--- src/rtl/avg_sample_loader_pkg.sv ---
// avg_sample_loader_pkg: shared widths, window size, latency default and FSM encoding
package avg_sample_loader_pkg;
  localparam int DATAWIDTH = 16;
  localparam int NSAMP = 8;
  localparam int LATENCY = 8;
  localparam int IDXW = $clog2(NSAMP);
  typedef enum logic {IDLE, HOLD} state_t;
  function automatic int timer_w(input int lat);
    return lat > 1 ? $clog2(lat) : 1;
  endfunction
endpackage

--- src/rtl/avg_sample_loader_if.sv ---
// avg_sample_loader_if: sample stream in, presented window out
interface avg_sample_loader_if #(parameter int DW = 16);
  logic [DW-1:0] s_data;
  logic s_valid;
  logic s_ready;
  logic flush;
  logic [DW-1:0] cfg_num;
  logic [DW-1:0] a, b, c, d, e, f, g, h, num;
  logic win_busy;
  logic avg_valid;
  logic [15:0] win_count;
  modport master (
    output s_data, s_valid, flush, cfg_num,
    input s_ready, a, b, c, d, e, f, g, h, num, win_busy, avg_valid, win_count
  );
  modport slave (
    input s_data, s_valid, flush, cfg_num,
    output s_ready, a, b, c, d, e, f, g, h, num, win_busy, avg_valid, win_count
  );
endinterface

--- src/rtl/avg_sample_loader_sample_bank.sv ---
// avg_sample_loader_sample_bank: NSAMP-entry fill register file, indexed write, parallel read
module avg_sample_loader_sample_bank
  import avg_sample_loader_pkg::*;
#(
  parameter int DW = 16
) (
  input  logic clk,
  input  logic rst,
  input  logic clr,
  input  logic we,
  input  logic [IDXW-1:0] widx,
  input  logic [DW-1:0] wdata,
  output logic [NSAMP-1:0][DW-1:0] q
);
  always_ff @(posedge clk or negedge rst)
    if (!rst) q <= '0;
    else if (clr) q <= '0;
    else if (we) q[widx] <= wdata;
endmodule

--- src/rtl/avg_sample_loader.sv ---
// avg_sample_loader: gathers 8-sample windows from a stream and holds each for the
// averaging pipeline latency, flagging avg_valid when the consumer result is ready
module avg_sample_loader #(
  parameter int DATAWIDTH = avg_sample_loader_pkg::DATAWIDTH,
  parameter int LATENCY = avg_sample_loader_pkg::LATENCY
) (
  input logic clk,
  input logic rst,
  avg_sample_loader_if.slave bus
);
  import avg_sample_loader_pkg::*;
  localparam int TW = timer_w(LATENCY);
  localparam logic [TW-1:0] TLAST = TW'(LATENCY - 1);
  state_t state;
  logic [TW-1:0] timer;
  logic [IDXW-1:0] idx;
  logic fill_full;
  logic [NSAMP-1:0][DATAWIDTH-1:0] fill;
  logic xfer, last, launch, full_nxt;
  assign xfer = bus.s_valid & bus.s_ready & ~bus.flush;
  assign last = state == HOLD && timer == TLAST;
  // flush outranks launch so a full but unlaunched window is discarded
  assign launch = fill_full & ~bus.flush & (state == IDLE | last);
  assign full_nxt = bus.flush ? 1'b0 : launch ? 1'b0 :
                    (xfer && idx == IDXW'(NSAMP - 1)) ? 1'b1 : fill_full;
  assign bus.win_busy = state == HOLD;
  avg_sample_loader_sample_bank #(.DW(DATAWIDTH)) u_bank (
    .clk(clk),
    .rst(rst),
    .clr(bus.flush),
    .we(xfer),
    .widx(idx),
    .wdata(bus.s_data),
    .q(fill)
  );
  always_ff @(posedge clk or negedge rst)
    if (!rst) begin
      state <= IDLE;
      timer <= '0;
      idx <= '0;
      fill_full <= 1'b0;
      bus.s_ready <= 1'b0;
      bus.avg_valid <= 1'b0;
      bus.win_count <= '0;
      {bus.a, bus.b, bus.c, bus.d, bus.e, bus.f, bus.g, bus.h, bus.num} <= '0;
    end else begin
      idx <= bus.flush ? '0 : xfer ? idx + 1'b1 : idx;
      fill_full <= full_nxt;
      bus.s_ready <= ~full_nxt;
      bus.avg_valid <= last;
      bus.win_count <= last ? bus.win_count + 16'd1 : bus.win_count;
      timer <= launch ? '0 : state == HOLD ? timer + 1'b1 : timer;
      state <= launch ? HOLD : last ? IDLE : state;
      if (launch) begin
        {bus.h, bus.g, bus.f, bus.e, bus.d, bus.c, bus.b, bus.a} <= fill;
        bus.num <= bus.cfg_num;
      end
    end
endmodule

--- src/flat_wrapper.sv ---
// flat-port wrapper written by rule: the top's interface ports become plain ports
module avg_sample_loader_flat import avg_sample_loader_pkg::*;
#(
  parameter int DATAWIDTH = avg_sample_loader_pkg::DATAWIDTH,
  parameter int LATENCY = avg_sample_loader_pkg::LATENCY
)
  (clk, rst, bus_s_data, bus_s_valid, bus_flush, bus_cfg_num, bus_s_ready, bus_a, bus_b, bus_c, bus_d, bus_e, bus_f, bus_g, bus_h, bus_num, bus_win_busy, bus_avg_valid, bus_win_count);
  avg_sample_loader_if #(.DW(16)) bus_i ();
  input logic clk;
  input logic rst;
  input wire logic [$bits(bus_i.s_data)-1:0] bus_s_data;
  input wire logic [$bits(bus_i.s_valid)-1:0] bus_s_valid;
  input wire logic [$bits(bus_i.flush)-1:0] bus_flush;
  input wire logic [$bits(bus_i.cfg_num)-1:0] bus_cfg_num;
  output wire logic [$bits(bus_i.s_ready)-1:0] bus_s_ready;
  output wire logic [$bits(bus_i.a)-1:0] bus_a;
  output wire logic [$bits(bus_i.b)-1:0] bus_b;
  output wire logic [$bits(bus_i.c)-1:0] bus_c;
  output wire logic [$bits(bus_i.d)-1:0] bus_d;
  output wire logic [$bits(bus_i.e)-1:0] bus_e;
  output wire logic [$bits(bus_i.f)-1:0] bus_f;
  output wire logic [$bits(bus_i.g)-1:0] bus_g;
  output wire logic [$bits(bus_i.h)-1:0] bus_h;
  output wire logic [$bits(bus_i.num)-1:0] bus_num;
  output wire logic [$bits(bus_i.win_busy)-1:0] bus_win_busy;
  output wire logic [$bits(bus_i.avg_valid)-1:0] bus_avg_valid;
  output wire logic [$bits(bus_i.win_count)-1:0] bus_win_count;
  assign bus_i.s_data = bus_s_data;
  assign bus_i.s_valid = bus_s_valid;
  assign bus_i.flush = bus_flush;
  assign bus_i.cfg_num = bus_cfg_num;
  assign bus_s_ready = bus_i.s_ready;
  assign bus_a = bus_i.a;
  assign bus_b = bus_i.b;
  assign bus_c = bus_i.c;
  assign bus_d = bus_i.d;
  assign bus_e = bus_i.e;
  assign bus_f = bus_i.f;
  assign bus_g = bus_i.g;
  assign bus_h = bus_i.h;
  assign bus_num = bus_i.num;
  assign bus_win_busy = bus_i.win_busy;
  assign bus_avg_valid = bus_i.avg_valid;
  assign bus_win_count = bus_i.win_count;
  avg_sample_loader #(.DATAWIDTH(DATAWIDTH), .LATENCY(LATENCY)) u_core (.clk(clk), .rst(rst), .bus(bus_i));
endmodule
--- config.mk ---
export PLATFORM = sky130hd
export DESIGN_NAME = avg_sample_loader_flat
export DESIGN_NICKNAME = d
export VERILOG_FILES = /design/src/rtl/avg_sample_loader_pkg.sv /design/src/rtl/avg_sample_loader_if.sv /design/src/rtl/avg_sample_loader_sample_bank.sv /design/src/rtl/avg_sample_loader.sv /design/src/flat_wrapper.sv
export SDC_FILE = /design/constraint.sdc
export NUM_CORES = 1
export LEC_CHECK = 0
export CORE_ASPECT_RATIO = 1.75
export CORE_MARGIN = 2
export CORE_UTILIZATION = 50
export CTS_CLUSTER_DIAMETER = 50
export DETAILED_ROUTE_END_ITERATION = 10
export DONT_BUFFER_PORTS = 1
export SYNTH_ARGS = -nofsm -noshare
export SYNTH_HDL_FRONTEND = slang
export SYNTH_HIERARCHICAL = 1
export SYNTH_SLANG_ARGS = --single-unit
--- constraint.sdc ---
create_clock -name clk -period 2.09 [get_ports clk]
set_input_delay 0.3135 -clock clk [delete_from_list [all_inputs] [get_ports clk]]
set_output_delay 0.3135 -clock clk [all_outputs]
set_load 0.02 [all_outputs]
Word level (Yosys, flattened, before mapping)

Index checks and enable logic that the tools add are counted.

Flip-flop bits (word level): 298
Bits in latches: 0
Memory bits (writable): 0
ROM bits: 0
Input bits: 36
Output and inout bits: 163
Word-level logic and storage cells: 59
Memories kept: 0

Add/subtract/negate cells: 3
Multipliers: 0
Div/mod/pow operators: 0
Magnitude comparators: 2
Equality and inequality tests: 2
Shift operators: 0
Multiplexer cells: 14
Bitwise gates (word level): 8
Reductions and logical operators: 6

Operator list:

| operator                                                           | count |
|---|---|
| two-way mux 128 bit                                                | 2 |
| bitwise mux 128 bit                                                | 1 |
| demux 16 bit (select 3 bit)                                        | 1 |
| adder 16 x 1 -> 16 bit (second input constant)                     | 1 |
| two-way mux 16 bit                                                 | 1 |
| two-way mux 3 bit                                                  | 4 |
| adder 3 x 1 -> 3 bit (second input constant)                       | 2 |
| equality test 3 bit (second input constant)                        | 2 |
| nonzero test 2 bit                                                 | 3 |
| two-way mux 1 bit                                                  | 5 |
| bitwise AND 1 bit                                                  | 4 |
| less-than comparator 3 x 4 -> 1 bit (second input constant)        | 1 |
| greater-or-equal comparator 3 x 1 -> 1 bit (second input constant) | 1 |
| logical AND 1 bit                                                  | 3 |
| NOT 1 bit                                                          | 3 |
| bitwise OR 1 bit                                                   | 1 |

Longest topological paths before layout

Gate-level depths: netlist (run 1).

Word-level depth: 7
Mapped depth: 8
Depth with buffers taken out: 6

Modules after synthesis

The synthesis (run 1) kept the hierarchy.

Modules (own cells, without submodules):

| module                        | times used | cells an instance | area an instance (sq um) | seq. area each (sq um) |
|---|---|---|---|---|
| avg_sample_loader             | 1          | 406               | 6686.4                   | 4254.1 |
| avg_sample_loader_sample_bank | 1          | 460               | 5724.2                   | 3203.1 |

Worst setup path before layout (run 1)

OpenSTA, ideal clock, no wires.

Path type: reg2reg
Start point: reg u_core.bus.s_ready
End point: reg u_core/u_bank/q[10] (netlist name)
Library setup time: 0.133 ns
Data arrival time: 1.750 ns
Setup slack: 0.207 ns
Cell stages (with the launch flop): 8
Buffers on the path: 3
Clock period less this slack: 1.883 ns
Cell sequence: dfrtp_1 nand2_1 nor2_1 buf_2 or4b_4 buf_6 buf_12 mux2i_1

Longest elaborated chain between the ends: 3

RTL lines:

| item                                | RTL line                            | text |
|---|---|---|
| start: declaration                  | avg_sample_loader_if.sv:18          | `output s_ready, a, b, c, d, e, f, g, h, num, win_busy, avg_valid, win_count` |
| start signal: assignment            | avg_sample_loader.sv:49             | `bus.s_ready <= ~full_nxt;` |
| bitwise AND 1 bit (2 in series)     | avg_sample_loader.sv:20             | `assign xfer = bus.s_valid & bus.s_ready & ~bus.flush;` |
| net u_core.xfer                     | avg_sample_loader.sv:19             | `logic xfer, last, launch, full_nxt;` |
| nonzero test 2 bit (no source line) | --                                  |  |
| end signal: indexed assignment      | avg_sample_loader_sample_bank.sv:18 | `else if (we) q[widx] <= wdata;` |
| end: declaration                    | avg_sample_loader_sample_bank.sv:13 | `output logic [NSAMP-1:0][DW-1:0] q` |

The timed path passes the listed nets, and every way through them passes these cells.
A chain may end at the register's enable or synchronous reset.

Worst setup path after layout (run 1)

Start point: reg u_core.timer[0]
End point: reg u_core.bus.g[1]

Longest elaborated chain between the ends: 4

RTL lines:

| item                     | RTL line                   | text |
|---|---|---|
| start: declaration       | avg_sample_loader.sv:15    | `logic [TW-1:0] timer;` |
| start signal: assignment | avg_sample_loader.sv:52    | `timer <= launch ? '0 : state == HOLD ? timer + 1'b1 : timer;` |
| equality test 3 bit      | avg_sample_loader.sv:21    | `assign last = state == HOLD && timer == TLAST;` |
| logical AND 1 bit        | avg_sample_loader.sv:21    |  |
| bitwise OR 1 bit         | avg_sample_loader.sv:23    | `assign launch = fill_full & ~bus.flush & (state == IDLE \| last);` |
| bitwise AND 1 bit        | avg_sample_loader.sv:23    |  |
| end signal: assignment   | avg_sample_loader.sv:55    | `{bus.h, bus.g, bus.f, bus.e, bus.d, bus.c, bus.b, bus.a} <= fill;` |
| end: declaration         | avg_sample_loader_if.sv:18 |  |

No other way between the ends.

==> run metrics, run 1 <==
HP Class=in2async; syn nets=907; Final HPWL DP=17200 µm; vias=6594; final setup violation count=0; Initial DRT Pass Iterations=4; critical path capture point type=flip-flop; initial antenna violation count=0; DIE AREA=26100 µm²; Top Ports=199; Worst Tran Pin Value=0.978 ns; Min Hold Slack=-0.530 ns; fin crit period=2.06 ns; row cnt=76; leading cell types in the layout, fill and taps excluded=dfrtp_1, nand2b_1, mux2i_1; chip height=212 µm; Max Root-Sink Buffers=3; area grow syn2layout=11.2%; Yosys Warn Count=6; DR DRC count=0; most common cell after layout, fill and taps aside=dfrtp_1; post-synthesis instance total=866; cts bufs inserted=28; Total Power=11.5 mW; area of the multi-input gates=4580 µm²; Slew headroom=34.8%; Core Area=24500 µm²; H-tree Lvls=1; drt wl/cell=23.5 µm; max reg flops=128; fill cell count=1976; post-layout worst setup margin=0.0274 ns; xor/xnor share of the synthesized area=1.20%; RSZ-0062 raised after global routing=yes; cell family with most CP delay=buffers and inverters; mux contribution to synthesized area=25.0%; P per Cell Area=836 nW/µm²; sequential share of the synthesized area=60.1%; average cell area after synthesis=14.3 µm²; PostCTS Resize Cnt=0; Synth Area in Simple Gates=9.80%; ys flop type=dfrtp_1; Die W=123 µm; status=finished, violations left; clk_lat worst skew=0.54 ns; largest net degree at the start of global routing=299; largest family of logic cells by synthesized area=multiplexers; Synth cell types=40; clk root buf=clkbuf_16; register bit total from synthesis=298; Leak=7.16 nW; Worst Path Buf+Inv=2; failing checks=hold timing; worst setup skew after layout=0.00670 ns; grt ovf=0; Startpoint Class=flip-flop; PortBufs=0; Synth top area share=60.1%; post-route ant nets=0; CTS tree=done; Yosys top cell by area=dfrtp_1; fraction of final layout cells sized beyond drive strength 1=24.4%; Largest stage delay, worst path=0.39 ns; gpl congestion=0.726; pre-CTS setup slack=0.0364 ns; utilization after layout=56.3%; vias per cell=5.50; Setup Crit Path Kind=reg2reg; Final Max Tran Viols=0; register area=7460 µm²; highest clock rate=485 MHz; Layout Nets=908; slowest stage cell, crit path=dfrtp_1; Reg with most FFs=u_core/u_bank/q; vias in the first global route=7249; Final Hold Fails=298; WL final=28200 µm; FFs w/ async S/R, synth=100%; Area contributors post-synth=dfrtp_1, mux2i_1, mux2_2, nand2b_1, mux2_4; ratio of final minimum period to clock period=98.7%; cell-by-cell trace of the critical path=ha_1, ha_1, inv_2, a21oi_4, buf_12, mux2_2; Overall Global Routing Usage=21.9%; Hold-fix buffers, CTS=20; Clock Sinks=298; crit-path most repeated cell=ha_1; initial DRC count=400; n_diodes=0; first-pass GRT wire length=43000 µm; VDD IR-drop max=0.000591 V; Initial Util=50.6%; compound-gate portion of the synthesized area=0.343%; CP Data Required Time=2.52 ns; setup TNS=0 ns; Post-synth EDFFs=0; r2r setup slk=0.03 ns; Synth Area in Adders=0.504%; critical path fanouts, max=61; Worst EP arrival=2.49 ns; clock transition at the registers of the reported paths=0.06 ns; Max Cap Viol=0; post-synthesis cell area=12400 µm²
-- kinds of logic (layout without fill, tap and decap cells) --
| group | Yosys count | after routing |
|---|---|---|
| XOR/XNOR | 17 | 17 |
| adder cells (fa/ha/maj) | 5 | 5 |
| flip-flops | 298 | 298 |
| multiplexers | 273 | 273 |
| buffers and inverters | 71 | 91 |
| AO/OA/AOI/OAI | 7 | 7 |
| AND/OR/NAND/NOR | 195 | 195 |
-- stage by stage --
stage / cells / area [µm²] / hold WS [ns]
2_1_floorplan: 866 / 12400 / 0.0179
3_3_place_gp: 1129 / 12600 / 0.0277
3_5_place_dp: 1129 / 12600 / 0.0239
4_1_cts: 1198 / 13800 / -0.553
5_1_grt: 1198 / 13800 / -0.557
6_report: 1198 / 13800 / -0.530
-- worst reg2reg max path, delay by kind of cell (launching register included) --
| kind | cells | cell delay [ns] |
|---|---|---|
| mux | 1 | 0.46 |
| fa+ha+maj | 2 | 0.38 |
| compound gates | 1 | 0.26 |
| buf+inv | 2 | 0.46 |
| flops | 1 | 0.39 |
-- path summary, 6_finish.rpt --
check | start | depth (start not counted) | to
setup / recovery | u_core/timer[0] | 6 | u_core/bus.g[1]
hold / removal | rst | 0 | u_core/bus.win_count[2]
setup reg to reg | u_core/timer[0] | 6 | u_core/bus.g[1]
hold reg to reg | u_core/u_bank/q[101] | 1 | u_core/bus.g[5]
max in group asynchronous | rst | 0 | u_core/u_bank/q[57]
min in group clk | bus_s_valid | 2 | u_core/bus.s_ready
-- per-layer routing --
layer | global-route usage [%] | routed length [µm] | vias to the layer above
li1 | - | - | 2935
met1 | 24.9 | 10400 | 3406
met2 | 39.8 | 15100 | 212
met3 | 5.18 | 1930 | 41
met4 | 7.25 | 785 | 0
met5 | 0 | 0 | -
-- power by group --
group          switching (mW)  internal (mW)
clock network            2.16           3.20
logic                   0.182          0.142
registers              0.0398           5.81
total                    2.38           9.16
-- what timing repair did --
item                                    CTS  global route
endpoints found under the setup margin    0            26
hold endpoints to repair                446           298
setup buffers                             0             0
-- Yosys cell counts, types with 2 or more instances --
cell         n
a21oi_1      2
buf_1       13
buf_2       24
buf_6        9
clkbuf_1    19
dfrtp_1    298
ha_1         5
inv_1        3
mux2_2      95
mux2_4      50
mux2i_1    128
nand2_1     16
nand2b_1   144
nand3_1      6
nand4_1      4
nand4b_1     3
nand4bb_1    3
nor2_1       5
nor3_2       2
o22ai_1      2
xnor2_1     11
xor2_1       6
-- area by class of cell --
| cell class | count | area share (%) |
|---|---|---|
| Sequential cell | 298 | 54.0 |
| Multi-Input combinational cell | 497 | 33.2 |
| Inverter | 4 | 0.109 |
| Timing Repair Buffer | 38 | 2.83 |
| Tap cell | 312 | 2.83 |
| Clock inverter | 9 | 1.10 |
| Clock buffer | 40 | 5.92 |
No activity file was read; power rests on OpenSTA's default activity.
==> run 2: changes to the inputs <==
- CORE_MARGIN: 2 -> 1.5
- PLACE_DENSITY: unset -> 0.68
- clock period: 2.09 -> 1.7 ns (I/O delays scaled with it)
==> run 2 against run 1 <==
- combinational power rose by 39%
- critical path type unchanged
- clock skew increased by 0.0034 ns
- wire length fell by 0.66%
- maximum frequency increased by 16%
- via count increased by 1.3%
- final area grew 5.1%
- non-clock buffer count up 46
- highest routed layer unchanged
- cell count rose by 4.0%
- first-iteration DRC count is 18% lower
- the run ends with hold timing, setup timing left
- sequential cell count stayed put
- clock power increased by 26%
==> run metrics, run 2 (synthesis gave the netlist of run 1 again) <==
post-route ant nets=0 (unchanged); Total Power=14.4 mW (+25%); area grow syn2layout=16.9%; fraction of final layout cells sized beyond drive strength 1=29.0% (+4.6 points); drt wl/cell=22.5 µm (-4.5%); PortBufs=0 (unchanged); Worst EP arrival=2.21 ns (-0.28 ns); critical path fanouts, max=17 (-72%); highest clock rate=564 MHz (+16%); Design Area, Final=14500 µm² (+5.1%); final setup violation count=133 (+133); worst setup skew after layout=0.0101 ns (+0.00341 ns); Top Ports=199 (unchanged); clk_lat worst skew=0.55 ns (about the same); row cnt=76 (unchanged); grt ovf=0 (unchanged); post-layout worst setup margin=-0.0740 ns (-0.101 ns); gpl congestion=0.747 (+2.8%); P per Cell Area=993 nW/µm² (+19%); CP Data Required Time=2.13 ns (-0.39 ns); DIE AREA=25800 µm² (-1.3%); largest net degree at the start of global routing=299 (unchanged); critical path capture point type=flip-flop; Overall Global Routing Usage=21.9% (-0.062 points); Leak=7.52 nW (+5.0%); most common cell after layout, fill and taps aside=dfrtp_1; cts bufs inserted=28 (unchanged); Setup Crit Path Kind=reg2reg; RSZ-0062 raised after global routing=yes; max reg flops=128 (unchanged); initial antenna violation count=0 (unchanged); n_diodes=0 (unchanged); vias per cell=5.36 (-2.6%); utilization after layout=59.1% (+2.9 points); Final Hold Fails=298 (unchanged); leading cell types in the layout, fill and taps excluded=dfrtp_1, nand2b_1, mux2i_1; WL final=28000 µm (-0.66%); Final HPWL DP=17000 µm (-1.5%); clock transition at the registers of the reported paths=0.06 ns (about the same); fin crit period=1.77 ns (-0.289 ns); area of placed instances=13100 µm² (+3.8%); Clock Sinks=298 (unchanged); Die W=122 µm (-0.81%); initial DRC count=329 (-18%); HP Class=in2async; pre-CTS setup slack=-0.0720 ns (-0.108 ns); Core Area=24500 µm² (unchanged); Final Max Tran Viols=0 (unchanged); Initial Util=50.6% (unchanged); Startpoint Class=flip-flop; Min Hold Slack=-0.594 ns (-0.0638 ns); Max Cap Viol=0 (unchanged); clk root buf=clkbuf_16; failing checks=hold timing, setup timing; vias in the first global route=7231 (-0.25%); first-pass GRT wire length=42700 µm (-0.63%); DR DRC count=0 (unchanged); Max Root-Sink Buffers=3 (unchanged); H-tree Lvls=1 (unchanged); Hold-fix buffers, CTS=19 (-5.0%); Worst Tran Pin Value=0.693 ns (-0.285 ns); Slew headroom=53.8% (+19 points); Initial DRT Pass Iterations=4 (unchanged); chip height=211 µm (-0.47%); vias=6679 (+1.3%); Reg with most FFs=u_core/u_bank/q; ratio of final minimum period to clock period=104% (+5.7 points); status=finished, violations left; CTS tree=done; VDD IR-drop max=0.000846 V (+43%); Layout Nets=954 (+5.1%)
## run 2: changes by cell type in the layout (fill, tap and decap cells not counted), sizes merged
cell	delta
clkinvlp	-1
clkbuf	-4
dlygate4sd3	-1
bufinv	+2
clkinv	+5
buf	+47
## run 2: metal layers
layer,share of wire [%],GRT usage (%),vias up
li1,-,-,3021
met1,39,26.6,3442
met2,52,38.5,169
met3,5.0,3.45,47
met4,3.7,8.62,0
met5,0,0,-
## run 2: through the flow
step	hold WS (ns)	std cells	TNS, ns
global route	-0.612	1246	-14.15
CTS	-0.614	1244	-5.40
finish	-0.594	1246	-6.26
global placement	-0.0339	1171	-0.352
detailed placement	-0.0336	1171	-5.81
floorplan	-0.0406	866	-0.395
## run 2: final timing paths
kind	from	to	slack, ns	depth (start not counted)
worst max register to register	u_core/timer[1]	u_core/bus.g[4]	-0.07	7
max in group asynchronous	rst	u_core/u_bank/q[16]	1.83	0
worst max-delay path	u_core/timer[1]	u_core/bus.g[4]	-0.07	7
min in group clk	bus_s_data[3]	u_core/u_bank/q[3]	0.09	3
worst min-delay path	rst	u_core/bus.win_count[9]	-0.59	0
worst min register to register	u_core/u_bank/q[14]	u_core/bus.a[14]	0.50	1
## run 2: power breakdown
group	total (mW)	internal, mW	switching, mW
sequential	7.19	7.14	0.0449
clock	6.77	4.08	2.69
combinational	0.448	0.211	0.237
total	14.4	11.4	2.97
## run 2: area by class of cell
type	instances	area [µm²]
Fill cell	1917	10000
Tap cell	312	390
Timing Repair Buffer	84	911
Multi-Input combinational cell	497	4740
Sequential cell	298	7460
Inverter	4	17.5
Clock inverter	15	231
Clock buffer	36	762
## run 2: timing repair
| item | CTS | global route |
|---|---|---|
| resized for setup | 25 | 15 |
| setup endpoints to repair | 140 | 147 |
| setup buffers | 3 | 2 |
| hold endpoints to repair | 449 | 298 |
| pin swaps | 1 | 5 |
## run 2: critical path, cell delays in order, from the launching register on
cell and delay (ns):
dfrtp_1 0.36, ha_2 0.20, ha_4 0.15, inv_4 0.04, a21oi_4 0.21, buf_12 0.19
buf_12 0.17, mux2_2 0.34
==> run 3: changes to the inputs <==
- MAX_ROUTING_LAYER: unset -> met4
==> run 3 against run 2 <==
- clock power hardly changed
- register-to-register slack hardly changed
- the flow still finishes with violations (hold timing, setup timing)
- core utilization is 0.10 points lower
- cell count hardly changed
- non-clock buffer count is 1 lower
- combinational power hardly changed
- final area is 0.17% lower
- worst setup slack better by 0.0029 ns
- sequential share of layout area is 0.089 points higher
- hold slack better by 0.0013 ns
- total power hardly changed
- highest routed layer unchanged
==> run metrics, run 3 (synthesis gave the netlist of run 1 again) <==
Worst EP arrival=2.19 ns (-0.02 ns); cell-by-cell trace of the critical path=ha_2, ha_4, inv_2, a21oi_4, buf_12, buf_16, mux2_4; Worst Path Buf+Inv=3 (unchanged); largest net degree at the start of global routing=299 (unchanged); area of placed instances=13100 µm² (unchanged); Overall Global Routing Usage=22.5% (+0.69 points); leading cell types in the layout, fill and taps excluded=dfrtp_1, nand2b_1, mux2i_1; Max Root-Sink Buffers=3 (unchanged); r2r setup slk=-0.07 ns (about the same); critical path fanouts, max=16 (-1); DIE AREA=25800 µm² (unchanged); H-tree Lvls=1 (unchanged); Reg with most FFs=u_core/u_bank/q; final setup violation count=136 (+2.3%); most common cell after layout, fill and taps aside=dfrtp_1; FF-to-FF path depth=7 (unchanged); Total Power=14.4 mW (about the same); fraction of final layout cells sized beyond drive strength 1=28.9% (-0.076 points); fin crit period=1.77 ns (-0.00293 ns); utilization after layout=59.0% (-0.10 points); post-route ant nets=0 (unchanged); chip height=211 µm (unchanged); grt ovf=0 (unchanged); status=finished, violations left; n_diodes=0 (unchanged); DR top layer=met4; cts bufs inserted=28 (unchanged); metal1 wirelength=11000 µm (+0.58%); Hold-fix buffers, CTS=19 (unchanged); Setup Crit Path Kind=reg2reg; area of the multi-input gates=4730 µm² (-0.24%); VDD IR-drop max=0.000845 V (about the same); clock transition at the registers of the reported paths=0.06 ns (about the same); Startpoint Class=flip-flop; pre-CTS setup slack=-0.0720 ns (unchanged); register area=7460 µm² (unchanged); metal3 WL=1320 µm (-4.8%); clk_lat worst skew=0.55 ns (about the same); Max Cap Viol=0 (unchanged); Die W=122 µm (unchanged); cell family with most CP delay=buffers and inverters; Largest stage delay, worst path=0.36 ns (about the same); Min Hold Slack=-0.592 ns (+0.00127 ns); Top Ports=199 (unchanged); Initial DRT Pass Iterations=4 (unchanged); WL final=27900 µm (-0.28%); HP Class=in2async; routed length on met2=14700 µm (+0.18%); RSZ-0062 raised after global routing=yes; Final Max Tran Viols=0 (unchanged); first-pass GRT wire length=42800 µm (+0.15%); Worst Tran Pin Value=0.708 ns (+0.0148 ns); vias=6691 (+0.18%); Core Area=24500 µm² (unchanged); Final HPWL DP=17000 µm (unchanged); slowest stage cell, crit path=dfrtp_1; Final Hold Fails=298 (unchanged); clk root buf=clkbuf_16; drt wl/cell=22.4 µm (-0.20%); initial antenna violation count=0 (unchanged); ratio of final minimum period to clock period=104% (-0.17 points); CP Data Required Time=2.12 ns (about the same); area grow syn2layout=16.7%; vias in the first global route=7206 (-0.35%); RR Startpoint=u_core/timer[1]; Clock Sinks=298 (unchanged); DR DRC count=0 (unchanged); Design Area, Final=14500 µm² (-0.17%); vias per cell=5.37 (+0.26%); Reg-to-Reg End=u_core/bus.e[14]; Layout Nets=953 (-0.10%); max reg flops=128 (unchanged); P per Cell Area=996 nW/µm² (+0.25%); failing checks=hold timing, setup timing; worst setup skew after layout=0.0102 ns (+0.000114 ns); initial DRC count=369 (+12%); Initial Util=50.6% (unchanged); critical path capture point type=flip-flop; post-layout worst setup margin=-0.0711 ns (+0.00293 ns); highest clock rate=565 MHz (+0.17%); Leak=7.51 nW (-0.11%); Slew headroom=52.8% (-0.99 points); row cnt=76 (unchanged); CTS tree=done; gpl congestion=0.756 (+1.3%); fill cell count=1923 (+0.31%); PortBufs=0 (unchanged)
[run 3: stage by stage]
stage               instances  TNS, ns  hold slack (ns)
floorplan                 866   -0.395          -0.0406
global placement         1171   -0.352          -0.0339
detailed placement       1171    -5.81          -0.0336
CTS                      1244    -5.40           -0.614
global route             1245   -14.11           -0.612
finish                   1245    -5.96           -0.592
[run 3: worst register-to-register path, delay by kind of cell, from the launching register on]
family / cells / cell delay (ns)
AO/OA/AOI/OAI: 1 / 0.21
adder cells (fa/ha/maj): 2 / 0.33
buffers and inverters: 3 / 0.43
flip-flops: 1 / 0.36
multiplexers: 1 / 0.32
[run 3: area by class of cell]
cell class	count	share of cell area, %
Clock buffer	36	5.26
Clock inverter	15	1.60
Tap cell	312	2.70
Sequential cell	298	51.5
Multi-Input combinational cell	497	32.6
Timing Repair Buffer	83	6.21
Inverter	4	0.104
[run 3: power by group]
part,switching [mW],internal (mW)
clock,2.70,4.08
sequential,0.0449,7.14
combinational,0.236,0.211
total,2.98,11.4
[run 3: what timing repair did]
item                                    CTS  global route
hold endpoints to repair                449           298
resized for setup                        25            10
endpoints found under the setup margin  140           147
pin swaps                                 1             3
buffers inserted                          3             1
[run 3: how the worst max path moves through the flow]
| stage | from | end | slack, ns | depth (start not counted) |
|---|---|---|---|---|
| 2_1_floorplan | u_core/bus.s_ready | u_core/u_bank/q[10] | -0.04 | 7 |
| 3_3_place_gp | u_core/timer[0] | u_core/bus.num[2] | -0.01 | 7 |
| 3_5_place_dp | u_core/timer[1] | u_core/bus.num[3] | -0.07 | 7 |
| 4_1_cts | u_core/timer[1] | u_core/bus.b[10] | -0.07 | 7 |
| 5_1_grt | u_core/timer[1] | u_core/bus.b[10] | -0.13 | 7 |
| 6_report | u_core/timer[1] | u_core/bus.e[14] | -0.07 | 7 |
[run 3: layer usage]
metal | GRT usage [%] | vias to the layer above
met5 | - | -
met4 | 8.18 | 0
met3 | 3.23 | 51
met1 | 27.1 | 3447
li1 | - | 3019
met2 | 38.5 | 174
